$ cat src/rtl/sprite_pkg.sv
// Shared glyph IDs, glyph geometry and note-code helpers for the sprite note overlay.
package sprite_pkg;

    localparam logic [4:0] GLYPH_NONE  = 5'd0;
    localparam logic [4:0] GLYPH_C     = 5'd1;
    localparam logic [4:0] GLYPH_SHARP = 5'd2;
    localparam logic [4:0] GLYPH_D     = 5'd3;
    localparam logic [4:0] GLYPH_E     = 5'd4;
    localparam logic [4:0] GLYPH_F     = 5'd5;
    localparam logic [4:0] GLYPH_G     = 5'd6;
    localparam logic [4:0] GLYPH_A     = 5'd7;
    localparam logic [4:0] GLYPH_B     = 5'd8;

    localparam int GLYPH_W = 64;
    localparam int GLYPH_H = 128;
    localparam int SHARP_H = 96;

    function automatic logic code_in_range(input logic [3:0] code);
        return (code >= 4'd1) && (code <= 4'd12);
    endfunction

    function automatic logic [4:0] base_glyph(input logic [3:0] code);
        case (code)
            4'd1, 4'd2:   return GLYPH_C;
            4'd3, 4'd4:   return GLYPH_D;
            4'd5:         return GLYPH_E;
            4'd6, 4'd7:   return GLYPH_F;
            4'd8, 4'd9:   return GLYPH_G;
            4'd10, 4'd11: return GLYPH_A;
            4'd12:        return GLYPH_B;
            default:      return GLYPH_NONE;
        endcase
    endfunction

    function automatic logic is_sharp(input logic [3:0] code);
        case (code)
            4'd2, 4'd4, 4'd7, 4'd9, 4'd11: return 1'b1;
            default:                       return 1'b0;
        endcase
    endfunction

endpackage

$ cat src/rtl/sprite_key_channel.sv
// One key channel: latches the note code, counts hold frames after release and
// snapshots the code at frame start. Optional blinking of decaying glyphs via SPRITE_BLINK_EN.
module sprite_key_channel
    import sprite_pkg::*;
#(
    parameter int HOLD_FRAMES = 8
`ifdef SPRITE_BLINK_EN
    , parameter int BLINK_FRAMES = 4
`endif
) (
    input  logic       Clk,
    input  logic       Reset_n,
    input  logic       frame_start,
    input  logic       key_valid,
    input  logic [3:0] key_code,
    output logic [3:0] snap
);

    localparam int                HOLD_W    = $clog2(HOLD_FRAMES + 1);
    localparam logic [HOLD_W-1:0] HOLD_INIT = HOLD_W'(HOLD_FRAMES);

    logic              reload_s;
    logic [3:0]        code_r;
    logic [HOLD_W-1:0] hold_r;
    logic [3:0]        snap_r;
    logic [3:0]        snap_next_s;

    assign reload_s = key_valid && code_in_range(key_code);

    // Code latch and hold counter; a reload beats a same-cycle decay.
    always_ff @(posedge Clk or negedge Reset_n) begin
        if (!Reset_n) begin
            code_r <= 4'd0;
            hold_r <= HOLD_W'(0);
        end else if (reload_s) begin
            code_r <= key_code;
            hold_r <= HOLD_INIT;
        end else if (frame_start && (hold_r != HOLD_W'(0))) begin
            hold_r <= hold_r - HOLD_W'(1);
            if (hold_r == HOLD_W'(1)) begin
                code_r <= 4'd0;
            end
        end
    end

`ifdef SPRITE_BLINK_EN
    localparam int BCNT_W = (BLINK_FRAMES > 1) ? $clog2(BLINK_FRAMES) : 1;

    logic [BCNT_W-1:0] bcnt_r;
    logic              phase_r;

    // Blink phase flips once every BLINK_FRAMES frame starts.
    always_ff @(posedge Clk or negedge Reset_n) begin
        if (!Reset_n) begin
            bcnt_r  <= BCNT_W'(0);
            phase_r <= 1'b1;
        end else if (frame_start) begin
            if (int'(bcnt_r) == BLINK_FRAMES - 1) begin
                bcnt_r  <= BCNT_W'(0);
                phase_r <= ~phase_r;
            end else begin
                bcnt_r  <= bcnt_r + BCNT_W'(1);
            end
        end
    end

    // Decaying channels vanish during the off phase; held keys stay steady.
    always_comb begin
        snap_next_s = code_r;
        if (!reload_s && (hold_r != HOLD_W'(0)) && !phase_r) begin
            snap_next_s = 4'd0;
        end else begin
            snap_next_s = code_r;
        end
    end
`else
    assign snap_next_s = code_r;
`endif

    // Frame-start snapshot of the pre-update code so drawing never tears.
    always_ff @(posedge Clk or negedge Reset_n) begin
        if (!Reset_n) begin
            snap_r <= 4'd0;
        end else if (frame_start) begin
            snap_r <= snap_next_s;
        end
    end

    assign snap = snap_r;

endmodule

$ cat src/rtl/sprite_note_overlay.sv
// Multi-channel note glyph overlay: per-channel key state plus a 2-stage pixel pipeline
// producing sprite ID and glyph coordinates. Optional blinking via SPRITE_BLINK_EN.
module sprite_note_overlay
    import sprite_pkg::*;
#(
    parameter int         NUM_CH      = 4,
    parameter int         HOLD_FRAMES = 8,
    parameter int         SLOT_W_LOG2 = 7,
    parameter logic [9:0] X0          = 10'd0,
    parameter logic [9:0] Y0          = 10'd0
`ifdef SPRITE_BLINK_EN
    , parameter int       BLINK_FRAMES = 4
`endif
) (
    input  logic                Clk,
    input  logic                Reset_n,
    input  logic                frame_start,
    input  logic [NUM_CH-1:0]   key_valid,
    input  logic [4*NUM_CH-1:0] key_code,
    input  logic [1:0]          function_mode,
    input  logic [9:0]          DrawX,
    input  logic [9:0]          DrawY,
    output logic [4:0]          is_sprite,
    output logic [5:0]          sprite_x,
    output logic [6:0]          sprite_y
);

    localparam int SLOT_BITS = 10 - SLOT_W_LOG2;

    logic [4*NUM_CH-1:0]    snap_s;
    logic [1:0]             mode_r;
    logic [9:0]             lx_s;
    logic [9:0]             ly_s;
    logic                   in_range_s;
    logic [SLOT_W_LOG2-1:0] x_r;
    logic [9:0]             ly_r;
    logic [SLOT_BITS-1:0]   slot_r;
    logic                   in_range_r;
    logic [3:0]             code_sel_s;
    logic [4:0]             id_s;

    genvar c;
    generate
        for (c = 0; c < NUM_CH; c++) begin : g_ch
            sprite_key_channel #(
                .HOLD_FRAMES (HOLD_FRAMES)
`ifdef SPRITE_BLINK_EN
                , .BLINK_FRAMES (BLINK_FRAMES)
`endif
            ) u_ch (
                .Clk         (Clk),
                .Reset_n     (Reset_n),
                .frame_start (frame_start),
                .key_valid   (key_valid[c]),
                .key_code    (key_code[4*c +: 4]),
                .snap        (snap_s[4*c +: 4])
            );
        end
    endgenerate

    // UI mode is sampled with the key snapshots so a frame is drawn consistently.
    always_ff @(posedge Clk or negedge Reset_n) begin
        if (!Reset_n) begin
            mode_r <= 2'd0;
        end else if (frame_start) begin
            mode_r <= function_mode;
        end
    end

    assign lx_s       = DrawX - X0;
    assign ly_s       = DrawY - Y0;
    assign in_range_s = (DrawX >= X0) && (DrawY >= Y0)
                        && (int'(lx_s[9:SLOT_W_LOG2]) < NUM_CH);

    // Stage 1: slot-relative coordinates and range flag.
    always_ff @(posedge Clk or negedge Reset_n) begin
        if (!Reset_n) begin
            x_r        <= SLOT_W_LOG2'(0);
            ly_r       <= 10'd0;
            slot_r     <= SLOT_BITS'(0);
            in_range_r <= 1'b0;
        end else begin
            x_r        <= lx_s[SLOT_W_LOG2-1:0];
            ly_r       <= ly_s;
            slot_r     <= lx_s[9:SLOT_W_LOG2];
            in_range_r <= in_range_s;
        end
    end

    // Slot mux and glyph region decode.
    always_comb begin
        code_sel_s = 4'd0;
        for (int i = 0; i < NUM_CH; i++) begin
            code_sel_s = (int'(slot_r) == i) ? snap_s[4*i +: 4] : code_sel_s;
        end
        id_s = GLYPH_NONE;
        if (!in_range_r || (code_sel_s == 4'd0) || (mode_r == 2'd1) || (mode_r == 2'd2)) begin
            id_s = GLYPH_NONE;
        end else if ((int'(x_r) < GLYPH_W) && (int'(ly_r) < GLYPH_H)) begin
            id_s = base_glyph(code_sel_s);
        end else if ((int'(x_r) < 2 * GLYPH_W) && (int'(ly_r) < SHARP_H) && is_sharp(code_sel_s)) begin
            id_s = GLYPH_SHARP;
        end else begin
            id_s = GLYPH_NONE;
        end
    end

    // Stage 2: registered outputs; coordinates are zeroed when no glyph is shown.
    always_ff @(posedge Clk or negedge Reset_n) begin
        if (!Reset_n) begin
            is_sprite <= 5'd0;
            sprite_x  <= 6'd0;
            sprite_y  <= 7'd0;
        end else begin
            is_sprite <= id_s;
            sprite_x  <= (id_s != GLYPH_NONE) ? x_r[5:0]  : 6'd0;
            sprite_y  <= (id_s != GLYPH_NONE) ? ly_r[6:0] : 7'd0;
        end
    end

endmodule

$ cat config.mk
export PLATFORM = sky130hd
export DESIGN_NAME = sprite_note_overlay
export DESIGN_NICKNAME = d
export VERILOG_FILES = /design/src/rtl/sprite_pkg.sv /design/src/rtl/sprite_key_channel.sv /design/src/rtl/sprite_note_overlay.sv
export SDC_FILE = /design/constraint.sdc
export NUM_CORES = 1
export LEC_CHECK = 0
export BUFFER_PORTS_ARGS = -buffer_cell sky130_fd_sc_hd__buf_2
export CORE_MARGIN = 5
export CORE_UTILIZATION = 50
export CTS_CLUSTER_SIZE = 20
export DETAILED_ROUTE_END_ITERATION = 6
export PLACE_DENSITY_LB_ADDON = 0.3
export SYNTH_ARGS = -nofsm -noshare
export SYNTH_HDL_FRONTEND = slang
export SYNTH_SLANG_ARGS = --single-unit
$ cat constraint.sdc
create_clock -name Clk -period 6.43 [get_ports Clk]
set_input_delay 1.286 -clock Clk [delete_from_list [all_inputs] [get_ports Clk]]
set_output_delay 1.286 -clock Clk [all_outputs]
set_load 0.02 [all_outputs]
==> impl_results.md <==
- Via count of the first global-routing pass: 2331
- Peak Freq: 0.386 GHz
- Crit path kind: reg2reg
- Unique masters post-synth: 42
- Hold Crit Class: reg2reg
- Worst EP arrival: 2.89 ns
- DR WL/cell: 14.0 um
- Post-CTS Resized: 0
- Area Overhead vs Synth: 16.2%
- Util after Layout: 0.595
- CTS tree: built
- Clock sink total: 88
- Post-synthesis mux area share: 0.0803
- GRT overflow: 0
- GR peak layer: met2
- Critical Path RT: 6.73 ns
- Flop-to-flop setup slack: 3.84 ns
- Element type at the critical path end: register
- Compound-Gate Fraction of Synth Area: 0.0976
- Skew final: 0.0104 ns
- DRT Pass-1 Iters: 4
- Slew Limit Headroom: 0.474
- Largest area contributor in the synthesized netlist: dfrtp_1
- Top-area cell type share of the netlist area: 0.597
- Setup bufs post-CTS: 0
- Synth area leaders: dfrtp_1, mux2_2, a22o_1, ha_1, nor2_1
- Hold Slack: 0.468 ns
- Peak supply drop: 0.000163 V
- CTS Root Cell: clkbuf_8
- Main combinational cell family by area after synthesis: simple AND/OR/NAND/NOR gates
- HP Start: x_r[2]
- Setup TNS: 0 ns
- Critical Path Fanout Max: 11
- Vias: 2314
- Simple-gate share of the synthesized area: 0.129
- Die ar.: 0.00920 sq mm
- Met2 Use GR: 0.239
- Drt via density: 5.14
- Setup crit start: slot_r[0]
- Num rows: 31
- RSZ-0062 raised after global routing: false
- Reg area: 0.00220 sq mm
- Register area share after synthesis: 0.597
- M1 GR Usage: 0.201
- First-pass GRT wire length: 10.7 mm
- Met3 GRT Util: 0.0321
- Die Height: 95.9 um
- Pleak: 2.06 nW
- Post-route setup slack: 3.84 ns
- Footprint of the multi-input gates: 0.00141 sq mm
- FF-to-FF Start: slot_r[0]
- Largest net degree at the start of global routing: 50
- Synthesized flop and latch total: 88
- Max-cap viol count: 0
- Most common cell in the synthesized netlist: dfrtp_1
- Post-Syn Area: 0.00369 sq mm
- Hold_buf cts: 0
- Layout cells sized above 1: 0.350
- Post-Syn Nets: 334
- Max Slew Vio Count: 0
- Tightest Pin Transition: 0.788 ns
- Outcome: finished clean
- Die outline width: 95.9 um
- XOR/XNOR Fraction of Synth Area: 0.0356
- Number of synthesized flops with an enable pin: 0
- Tot GR Track Use: 0.152
- CTS max path bufs: 2
- Worst-skew pair later-pin latency: 0.35 ns
- Final wirelength: 6.30 mm
- H-Tree Depth: 3
- ANT nets after route: 0
- 1st-iter DRT viols: 69
- Cells after Synth: 278
- Ant. Diodes: 0
- Ys async rst share: 1.00
- TritonCTS Buffers: 9
- Syn avg cell area: 13.3 sq um
- Setup Viol. Count Final: 0
- Synthesis warning total: 0
- DP HPWL: 4.64 mm
- Number of port buffers: 61
- Crit share post-route: 0.403
- Dpl ws: 3.65 ns
- CTS clk-pin slew, worst paths: 0.09 ns
- Core footprint: 0.00721 sq mm
- Initial Util: 0.512
- Post-synth top flop: dfrtp_1
- Startpoint type of the worst setup path: register
- Final net count: 402
- Fin crit period: 2.59 ns
- Final Wtd Congestion: 0.745
- Initial antenna violation count: 0
- Fin. Hold Viols: 0
- Post-synth top cells: dfrtp_1, nor2_1, mux2_2, a22o_1, inv_1
- Fillers: 607
- DRC: 0
- Ports: 63
- Power per Cell Area: 325 mW/mm^2
- Post-Synth Adder-Cell Area: 0.0373
[where the power goes]
| part | internal, mW | leakage [nW] | switching (mW) |
|---|---|---|---|
| Combinational | 0.153 | 0.872 | 0.168 |
| Clock | 0.152 | 0.0970 | 0.214 |
| Sequential | 0.641 | 1.09 | 0.0660 |
| Total | 0.946 | 2.06 | 0.448 |
[stage by stage]
stage               cell area, sq um  std cells  power (mW)
floorplan                       3690        278       0.949
global placement                4090        434        1.02
detailed placement              4090        434        1.04
CTS                             4290        450        1.41
global route                    4290        450        1.49
finish                          4290        450        1.39
[layout by cell type, fill, tap and decap left out, drive strengths merged, types with 3 or more instances in the layout]
cell type,n
a21bo,4
dfrtp,88
nand3,3
or4,5
xor2,7
and3,6
nand2,7
a21boi,5
o211ai,4
mux2,18
clkbuf,9
buf,62
nor2,23
and2,15
inv,16
xnor2,8
nor4,5
nand2b,5
ha,11
a31oi,5
a22o,16
mux4,4
a21oi,5
[path summary, 6_finish.rpt]
path / to / cells past startpoint
max in group asynchronous: g_ch[3].u_ch.snap[1] / 2
worst min register to register: sprite_x[2] / 1
worst min-delay path: sprite_x[2] / 1
worst max register to register: sprite_y[1] / 5
worst max-delay path: sprite_y[1] / 5
min in group asynchronous: g_ch[2].u_ch.code_r[2] / 1
[worst max-delay path, stage by stage, from the launching register on]
cell and delay, ns:
dfrtp_1 0.48, mux4_1 0.74, nand2_1 0.17, o32ai_1 0.14, nor4b_2 0.74, and2_2 0.26
[routing by layer]
metal,wire length [um],up-vias
met3,283,6
met5,0,-
met1,2890,1130
met2,3040,49
met4,93,0
li1,-,1129
[cell families after synthesis]
group,count (synthesis)
flops,88
simple gates,79
compound gates,45
mux,22
buf+inv,17
xor+xnor,15
fa+ha+maj,11
other cells,1
[cell type report]
type                       count  area share
multi-input combinational    173       0.328
clock buffer                   9      0.0289
timing repair buffer          62      0.0735
inverter                      12      0.0105
tap                           99      0.0289
sequential                    88       0.513
clock inverter                 7      0.0169
[sequential cells by signal, summed over array words and instances, names as in the netlist]
signal and cells:
g_ch.u_ch.code_r 16, g_ch.u_ch.hold_r 16, g_ch.u_ch.snap 16, ly_r 10, sprite_y 7, x_r 7
sprite_x 6, is_sprite 4, slot_r 3, mode_r 2, in_range_r 1
Note: power is estimated with default switching activity, not from simulation.
